File: src/rtl/ro_puf_sig_engine.sv
// RO-PUF signature engine: steps a challenge index over N_PAIRS ring-oscillator
// pairs and counts the rising edges of each selected pair over a fixed window.
// Each measurement is repeated N_VOTE times and the response bit is decided by
// majority vote. Low-margin bits are flagged, and the signature is returned in
// parallel under a start/busy/done handshake.
module ro_puf_sig_engine #(
   parameter int N_PAIRS    = 128,
   parameter int CW         = 7,
   parameter int CNT_W      = 32,
   parameter int WIN_CYC    = 1024,
   parameter int SETTLE_CYC = 4,
   parameter int N_VOTE     = 1,
   parameter int THRESH     = 0
) (
   input  logic               clk,
   input  logic               rst,
   input  logic               start,
   input  logic [N_PAIRS-1:0] ro_a,
   input  logic [N_PAIRS-1:0] ro_b,
   output logic               ro_en,
   output logic               busy,
   output logic               done,
   output logic [CW-1:0]      challenge,
   output logic               bit_valid,
   output logic               bit_out,
   output logic [N_PAIRS-1:0] sig,
   output logic [N_PAIRS-1:0] unstable
);

   localparam int TMR_MAX = (WIN_CYC > SETTLE_CYC) ? WIN_CYC : SETTLE_CYC;
   localparam int TMR_W   = $clog2(TMR_MAX + 1);
   localparam int VW      = $clog2(N_VOTE + 1);

   localparam logic [TMR_W-1:0] WIN_LOAD    = TMR_W'(WIN_CYC - 1);
   localparam logic [TMR_W-1:0] SETTLE_LOAD = TMR_W'(SETTLE_CYC - 1);
   localparam logic [VW-1:0]    VOTE_HALF   = VW'(N_VOTE / 2);
   localparam logic [VW-1:0]    VOTE_ALL    = VW'(N_VOTE);
   localparam logic [VW-1:0]    VOTE_LAST   = VW'(N_VOTE - 1);
   localparam logic [CNT_W:0]   THRESH_V    = (CNT_W + 1)'(THRESH);
   localparam logic [CW-1:0]    LAST_CH     = CW'(N_PAIRS - 1);

   typedef enum logic [2:0] {
      S_IDLE, S_CLEAR, S_COUNT, S_SETTLE, S_COMPARE, S_DONE
   } state_t;

   state_t           state;
   logic [TMR_W-1:0] tmr;
   logic [VW-1:0]    rep;
   logic [VW-1:0]    ones;
   logic             margin;
   logic             gate;
   logic             cnt_clr;
   logic [CNT_W-1:0] cnt_a;
   logic [CNT_W-1:0] cnt_b;

   // The selected RO outputs are the counter clocks. The counters are cleared
   // asynchronously from the clk domain, so a clear needs no RO edge to land.
   logic ro_a_sel;
   logic ro_b_sel;
   logic cnt_rst_n;

   assign ro_a_sel  = ro_a[challenge];
   assign ro_b_sel  = ro_b[challenge];
   assign cnt_rst_n = rst & ~cnt_clr;

   logic           meas_bit;
   logic [CNT_W:0] diff;
   logic           margin_nxt;
   logic [VW-1:0]  ones_nxt;
   logic           voted;
   logic           unst_nxt;

   // Compare and vote datapath; the counts are frozen while this is used.
   always_comb begin
      // NOTE: every output here is assigned on every path, so no latch is inferred.
      meas_bit   = cnt_a > cnt_b;
      diff       = meas_bit ? ({1'b0, cnt_a} - {1'b0, cnt_b})
                            : ({1'b0, cnt_b} - {1'b0, cnt_a});
      margin_nxt = margin | (diff <= THRESH_V);
      ones_nxt   = ones + VW'(meas_bit);
      voted      = ones_nxt > VOTE_HALF;
      unst_nxt   = margin_nxt | ((ones_nxt != '0) && (ones_nxt != VOTE_ALL));
   end

   // Edge counter A: clocked by the selected bank-A RO, saturating.
   always_ff @(posedge ro_a_sel or negedge cnt_rst_n) begin
      if (!cnt_rst_n)
         cnt_a <= '0;
      else if (gate && (cnt_a != '1))
         cnt_a <= cnt_a + 1'b1;
   end

   // Edge counter B: clocked by the selected bank-B RO, saturating.
   always_ff @(posedge ro_b_sel or negedge cnt_rst_n) begin
      if (!cnt_rst_n)
         cnt_b <= '0;
      else if (gate && (cnt_b != '1))
         cnt_b <= cnt_b + 1'b1;
   end

   // Control FSM with registered outputs and the signature registers.
   always_ff @(posedge clk or negedge rst) begin
      if (!rst) begin
         // NOTE: non-blocking assignments keep every register updating from the
         // same pre-edge values, whatever order these statements run in.
         state     <= S_IDLE;
         tmr       <= '0;
         rep       <= '0;
         ones      <= '0;
         margin    <= 1'b0;
         gate      <= 1'b0;
         cnt_clr   <= 1'b0;
         ro_en     <= 1'b0;
         busy      <= 1'b0;
         done      <= 1'b0;
         challenge <= '0;
         bit_valid <= 1'b0;
         bit_out   <= 1'b0;
         sig       <= '0;
         unstable  <= '0;
      end else begin
         bit_valid <= 1'b0;
         done      <= 1'b0;
         case (state)
            S_IDLE: begin
               if (start) begin
                  sig       <= '0;
                  unstable  <= '0;
                  challenge <= '0;
                  rep       <= '0;
                  ones      <= '0;
                  busy      <= 1'b1;
                  ro_en     <= 1'b1;
                  cnt_clr   <= 1'b1;
                  state     <= S_CLEAR;
               end
            end
            S_CLEAR: begin
               cnt_clr <= 1'b0;
               margin  <= 1'b0;
               gate    <= 1'b1;
               tmr     <= WIN_LOAD;
               state   <= S_COUNT;
            end
            S_COUNT: begin
               if (tmr == '0) begin
                  gate  <= 1'b0;
                  tmr   <= SETTLE_LOAD;
                  state <= S_SETTLE;
               end else begin
                  tmr <= tmr - 1'b1;
               end
            end
            S_SETTLE: begin
               if (tmr == '0)
                  state <= S_COMPARE;
               else
                  tmr <= tmr - 1'b1;
            end
            S_COMPARE: begin
               if (rep != VOTE_LAST) begin
                  rep     <= rep + 1'b1;
                  ones    <= ones_nxt;
                  margin  <= margin_nxt;
                  cnt_clr <= 1'b1;
                  state   <= S_CLEAR;
               end else begin
                  sig[challenge]      <= voted;
                  unstable[challenge] <= unst_nxt;
                  bit_valid           <= 1'b1;
                  bit_out             <= voted;
                  ones                <= '0;
                  rep                 <= '0;
                  margin              <= 1'b0;
                  if (challenge == LAST_CH) begin
                     ro_en <= 1'b0;
                     done  <= 1'b1;
                     state <= S_DONE;
                  end else begin
                     challenge <= challenge + 1'b1;
                     cnt_clr   <= 1'b1;
                     state     <= S_CLEAR;
                  end
               end
            end
            S_DONE: begin
               busy  <= 1'b0;
               state <= S_IDLE;
            end
            default: state <= S_IDLE;
         endcase
      end
   end

endmodule

File: config.mk
export PLATFORM = sky130hd
export DESIGN_NAME = ro_puf_sig_engine
export DESIGN_NICKNAME = d
export VERILOG_FILES = /design/src/rtl/ro_puf_sig_engine.sv
export SDC_FILE = /design/constraint.sdc
export NUM_CORES = 1
export LEC_CHECK = 0
export CAP_MARGIN = 30
export CORE_ASPECT_RATIO = 0.75
export CORE_MARGIN = 2
export CORE_UTILIZATION = 50
export DETAILED_ROUTE_END_ITERATION = 16
export PLACE_DENSITY = 0.81
export SETUP_SLACK_MARGIN = 0.4
export SYNTH_ARGS = -nofsm -noshare
export SYNTH_HDL_FRONTEND = slang
export SYNTH_SLANG_ARGS = --single-unit
File: constraint.sdc
create_clock -name clk -period 3.3 [get_ports clk]
set_clock_uncertainty 0.2 [all_clocks]
set_input_delay 0.66 -clock clk [delete_from_list [all_inputs] [get_ports clk]]
set_output_delay 0.66 -clock clk [all_outputs]
set_load 0.005 [all_outputs]
==> run summary <==
Min-delay worst type - reg2reg
Top cells by count, synth - dfrtp_1, nand3_1, nand2_1, clkbuf_1, a32o_1
P_leak - 11.3 nW
Final RePlAce weighted congestion - 0.976
Max Root-Sink Buffers - 3
Sequence of cells on the critical path - clkdlybuf4s50_1
Die W - 241 um
Root buffer cell - clkbuf_16
Status - finished clean
Ys Warns - 0
Seq/Total Area, Yosys - 41.4%
Fin crit period - 2880 ps
Mapped Area - 21,000 sq um
Slew HR - 30.4%
Share of layout cells above drive strength 1 - 6.88%
Final Cycle Share - 87.2%
Remaining Overflow, GRT - 0
Hold path start - unstable[66]$_DFFE_PN0P_
Worst-Skew Late Latency - 590 ps
Core Region - 41,800 sq um
Maximum resistive drop on vdd - 0.000389 V
Detailed-route via count - 22.2k
FP Rows - 65
Worst path max stage delay - 750 ps
Final setup margin - 424 ps
Slew Limit Fails - 0
Nets - 3,082
WP buf/inv - 1
Nature of the critical path startpoint - flip-flop
First-pass GRT wire length - 133 mm
DR DRC count - 0
CTS Buf Count - 29
ANT nets after route - 0
Routed WL - 88.9 mm
DP HPWL - 65.7 mm
Die Y - 182 um
Syn nets - 2,663
Die ar. - 43,700 sq um
Most Crowded Layer GR - met2
Largest net degree at the start of global routing - 81
Asr flop ratio synth - 100%
Crit path required time - 2440 ps
Endpoints left unconstrained - 64
Met3 Track Usage GR - 8.09%
Vias/cell - 6.64
CP max-delay cell - clkdlybuf4s50_1
Clock Pin Slew Worst Setup and Hold Paths - 70 ps
H-tree lvl count - 1
Vias in the first global route - 21.5k
Buffers on Ports - 526
Fillers - 3,314
Critical path's top delay family - buffers and inverters
Final hold vios - 0
#FFs+latches synth - 348
DR iter-0 viols - 2,731
GR Util met2 - 61.6%
GRT met1 Usage - 51.5%
Area grow syn2layout - 33.0%
Setup_tns - 0 ps
Largest cells by area after synthesis - dfrtp_1, nand3_1, a32o_1, o31ai_1, ha_1
Post-Synthesis Cells - 2,334
Post-Place Worst Slack - 576 ps
Antenna Cells - 0
Max cap viols - 0
# IOs - 527
EDFF count, synth - 0
Gr usage total - 39.8%
Critical Path AT - 2020 ps
RSZ-0062 raised after global routing - no
Top-count cell post-synth - dfrtp_1
Initial antenna violation count - 1
Cell Pwr Density - 267 nW/um^2
Final setup fails - 0
Synth unique cells - 74
Critical Path Fanout Max - 20
DRT Pass-1 Iters - 6
Count of unclocked register or latch pins - 64
Routed WL per cell - 26.6 um
CTS tree - yes
Avg Cell Area, Syn - 9.01 sq um
Main synth FF type - dfrtp_1
Synth top area share - 41.4%
RR Startpoint - tmr[5]$_DFFE_PN0P_
Starting density of the core - 50.3%
Setup crit start - challenge[2]$_DFFE_PN0P_
Fmax - 348 MHz
Area leader, netlist - dfrtp_1
Worst setup path class - reg2out
Actual slew at the worst max-slew pin - 1040 ps
Setup crit end kind - output port
## cells by family (layout without fill, tap and decap cells)
group / after synthesis / after routing / share of synthesized area [%]
fa+ha+maj: 70 / 70 / 4.24
xor+xnor: 105 / 105 / 4.37
compound gates: 704 / 704 / 25.1
flops: 348 / 348 / 41.4
buf+inv: 296 / 737 / 5.85
simple gates: 805 / 805 / 18.6
mux: 6 / 6 / 0.411
## timing repair
item                                   in CTS  in global routing
pin swaps                                   0                  0
buffers inserted                            0                  1
hold buffers                                1                  0
setup endpoints to repair                   2                 10
endpoints found under the hold margin      70                  0
gates resized for setup                     2                  4
## final timing paths
check	to	slack (ps)	depth (start not counted)
hold reg to reg	unstable[66]$_DFFE_PN0P_	300	2
setup / recovery	challenge[2]	420	1
max in group asynchronous	challenge[1]$_DFFE_PN0P_	1620	3
min in group asynchronous	sig[14]$_DFFE_PN0P_	410	2
setup reg to reg	tmr[4]$_DFFE_PN0P_	720	9
hold / removal	unstable[66]$_DFFE_PN0P_	300	2
## cell type report
type / count / area [sq um] / area share (%)
Multi-Input combinational cell: 1690 / 11300 / 40.3
Sequential cell: 348 / 8710 / 31.2
Timing Repair Buffer: 603 / 5980 / 21.4
Clock buffer: 42 / 865 / 3.09
Tap cell: 569 / 712 / 2.55
Inverter: 81 / 304 / 1.09
Clock inverter: 11 / 131 / 0.470
## metal layers
metal / vias up / wire [um]
met5: - / 0
met4: 0 / 6720
met3: 340 / 8000
met2: 1303 / 40000
met1: 11000 / 34200
li1: 9616 / -
## power by group
part           switching (mW)  internal, mW
clock                    1.49          1.98
sequential                  0          3.52
combinational           0.179         0.301
total                    1.67          5.80
## registers in the layout (all words and copies together), names as in the netlist, 3 cells and up
name and cells:
tmr 11, state 3, cnt_b 32, unstable 128, sig 128, cnt_a 32, challenge 7
## layout by cell type, fill, tap and decap left out, types with 8 or more instances in the layout
cell type        synthesis  routed
a22o_1                  16      16
nor2b_1                 13      12
nor3_1                  42      29
nand2_1                225     225
and3_1                  14      14
nor3_2                   0      13
o31ai_1                120     120
a31oi_1                 10      10
o31ai_2                 10      10
xnor2_1                 86      86
nand4_1                 57      57
nor4_1                  12       9
o21a_1                  17      17
nand3_1                293     293
a221oi_1                17      17
xor2_1                  19      19
o211ai_1                10      10
a21o_1                  18      18
ha_1                    68      67
and4_1                  11      11
a32o_1                 128     128
inv_1                   81      81
clkbuf_8                 0       9
a21oi_1                103     103
clkdlybuf4s50_1          0     525
dfrtp_1                348     343
nor2_2                   0       9
clkbuf_16                0      29
a211oi_1                12      12
buf_4                    2      66
buf_12                   0       9
nor2_1                  89      80
a22oi_1                105     105
o21ai_0                 84      83
nand2b_1                 8       8
## per-stage QoR
| stage | total power [mW] | util (%) | instance area [sq um] | hold slack (ps) | instances |
|---|---|---|---|---|---|
| 3_3_place_gp | 4.06 | 64.4 | 26900 | 269 | 3287 |
| 2_1_floorplan | 3.64 | - | 21000 | 164 | 2334 |
| 5_1_grt | 7.65 | 66.9 | 28000 | 312 | 3344 |
| 3_5_place_dp | 4.07 | 64.5 | 26900 | 275 | 3289 |
| 4_1_cts | 7.48 | 66.9 | 28000 | 299 | 3343 |
| 6_report | 7.47 | 66.9 | 28000 | 298 | 3344 |
Note: power is estimated with default switching activity, not from simulation.
==> RTL edit, RTL diff (same settings) <==
Add an input register stage for `ro_b`; this delays it by one clock. The other inputs are not delayed to match.
--- a/src/rtl/ro_puf_sig_engine.sv
+++ b/src/rtl/ro_puf_sig_engine.sv
@@ -43,6 +43,12 @@
       S_IDLE, S_CLEAR, S_COUNT, S_SETTLE, S_COMPARE, S_DONE
    } state_t;
 
+   logic [N_PAIRS-1:0] ro_b_q;
+
+   always_ff @(posedge clk) begin
+      ro_b_q <= ro_b;
+   end
+
    state_t           state;
    logic [TMR_W-1:0] tmr;
    logic [VW-1:0]    rep;
@@ -60,7 +66,7 @@
    logic cnt_rst_n;
 
    assign ro_a_sel  = ro_a[challenge];
-   assign ro_b_sel  = ro_b[challenge];
+   assign ro_b_sel  = ro_b_q[challenge];
    assign cnt_rst_n = rst & ~cnt_clr;
 
    logic           meas_bit;
Function: not checked (the comparison handles one clock edge and no latches or derived clocks); the edit may change what the design does.
==> RTL edit against the original RTL <==
- worst hold slack worse by 1.1 ps
- design area is 6.1% higher
- via count is 0.15% lower
- routed wire length decreased by 0.67%
- first-iteration DRC count decreased by 6.7%
- die area increased by 5.2%
- largest cell class is now registers
- register-to-register slack worse by 220 ps
- worst setup slack better by 29 ps
- sequential cell count grew 128
- utilization is 1.3 points higher
- synthesized area increased by 5.4%
Power is not compared: it rests on default switching activity, and its combinational part moved more than twofold at a synthesized area within 25%.
==> RTL edit: results (changes against the original RTL) <==
* Met2 Use GR at 56.66% (-4.9 points)
* Mux contribution to synthesized area at 0.5818% (+0.17 points)
* Yosys top cell area share at 39.31% (-2.1 points)
* First-pass GRT wire length at 129800 um (-2.7%)
* Post-DP HPWL at 65190 um (-0.72%)
* Share of cells above drive strength 1 at 6.568% (-0.31 points)
* Synth cell count leaders: dfrtp_1, o21ai_0, nand3_1
* Worst slew margin at 32.18% (+1.8 points)
* Fin nets at 3206 (+4.0%)
* Clock Latency Late Sink at 580 ps
* R2r startpoint: challenge[6]
* Xor/xnor share of the synthesized area at 4.191% (-0.18 points)
* CTS H-tree lvls at 2 (+1)
* Synth cell types at 69 (-6.8%)
* Seq/Total Area, Yosys at 50.88% (+9.5 points)
* Vias in the first global route at 21600 (+0.31%)
* Initial antenna violation count at 9 (+8)
* Synth area leaders: dfrtp_1, dfxtp_1, o21ai_0, nand3_1, nand2_1
* Num CTS Buffers at 42 (+45%)
* Met1 Usage GRT at 48.69% (-2.9 points)
* Port Buffers at 526 (unchanged)
* Crit path to: challenge[6]
* Cell family with most CP delay: flip-flops
* Post-synth net total at 2710 (+1.8%)
* Synth Area in Adders at 4.022% (-0.22 points)
* Compound-gate portion of the synthesized area at 18.91% (-6.2 points)
* Drt first pass iters at 6 (unchanged)
* Largest regs: ro_b_q (128), sig (128), unstable (128)
* Peak supply drop at 0.4765 mV
* Outcome: finished clean
* Reg-to-reg slack, setup at 500 ps (-220 ps)
* Largest net degree at the start of global routing at 91 (+12%)
* Register pins left without a clock at 64 (unchanged)
* GR Util All Layers at 37.43% (-2.4 points)
* CP max-delay cell: dfrtp_1
* DR iter-0 viols at 2548 (-6.7%)
* Endpoints left unconstrained at 64 (unchanged)
* Reg2reg end: unstable[110]
* Fill count at 3293 (-0.63%)
* Cells on worst reg2reg path at 5 (-4)
* Clock-pin slew on the worst setup and hold paths at roughly 80 ps
* Critical path data arrival time at 1990 ps (-30 ps)
* Final RePlAce weighted congestion at 0.9922 (+1.7%)
* # Post-CTS Setup Buffers at 0 (unchanged)
* Hold Crit Depth at 2 (unchanged)
* Area after DPL at 28210 sq um (+4.7%)
* Max Cap Violations at 0 (unchanged)
* Clk root buf: clkbuf_16
* GR Util met3 at 9.326% (+1.2 points)
* Vias at 22180 (-0.15%)
* Post-synth ARST share at 73.11% (-27 points)
* Final WL at 88300 um (-0.67%)
* CP Max Fanout at 14 (-30%)
-- RTL edit: cell count changes in the layout (fill, tap and decap cells not counted), moves of 16 or more --
cell       change
nand2_1       +16
dfxtp_1      +128
a32o_1       -128
o31ai_1      -117
o21ai_2       +20
o21ai_0      +230
clkbuf_16     +17
-- RTL edit: stage by stage --
stage	worst slack [ps]	instances	power (uW)	utilization, %
6_report	452.5	3495	22840	68.22
3_3_place_gp	344.1	3408	17450	64.76
5_1_grt	409.3	3495	23880	68.22
2_1_floorplan	608.8	2381	12310	-
3_5_place_dp	319.6	3410	17710	64.82
4_1_cts	430.1	3486	22710	68.13
-- RTL edit: how the worst min path moves through the flow --
stage	end	startpoint	slack (ps)
after detailed placement	tmr[2]	tmr[2]	290
after global placement	tmr[0]	tmr[0]	280
after floorplan	bit_out	rst	160
after CTS	ro_b_q[86]	ro_b[86]	300
after global routing	ro_b_q[77]	ro_b[77]	310
final	sig[97]	sig[97]	300
-- RTL edit: routing by layer --
layer  routed length, um  vias up
met4                6686        0
li1                    -     9553
met5                   0        -
met2               38780     1509
met3                9815      395
met1               33020    10720
-- RTL edit: final cells by class --
class                           instances  area [sq um]  share of cell area [%]
Clock inverter                         14         128.9                  0.4341
Antenna cell                            9         22.52                 0.07586
Inverter                               86         322.8                   1.087
Sequential cell                       476         11270                   37.97
Tap cell                              578         723.2                   2.436
Timing Repair Buffer                  592          5857                   19.73
Clock buffer                           61          1297                   4.370
Multi-Input combinational cell       1679         10060                   33.90
-- RTL edit: power breakdown --
| group | internal (uW) | switching, uW |
|---|---|---|
| clock | 2840 | 2140 |
| sequential | 7170 | 1110 |
| combinational | 4620 | 4970 |
-- RTL edit: kinds of logic (layout without fill, tap and decap cells) --
kind of cell    after synthesis  after routing
buf+inv                     226            753
mux                          10             10
other cells                   0              9
simple gates                809            809
flops                       476            476
xor+xnor                    106            106
fa+ha+maj                    70             70
compound gates              684            684
-- RTL edit: what timing repair did --
item                                    in CTS  in global routing
endpoints found under the setup margin       8                 12
pin swaps                                    0                  0
endpoints found under the hold margin       81                  0
hold buffers                                 1                  0
gates resized for setup                      1                  5
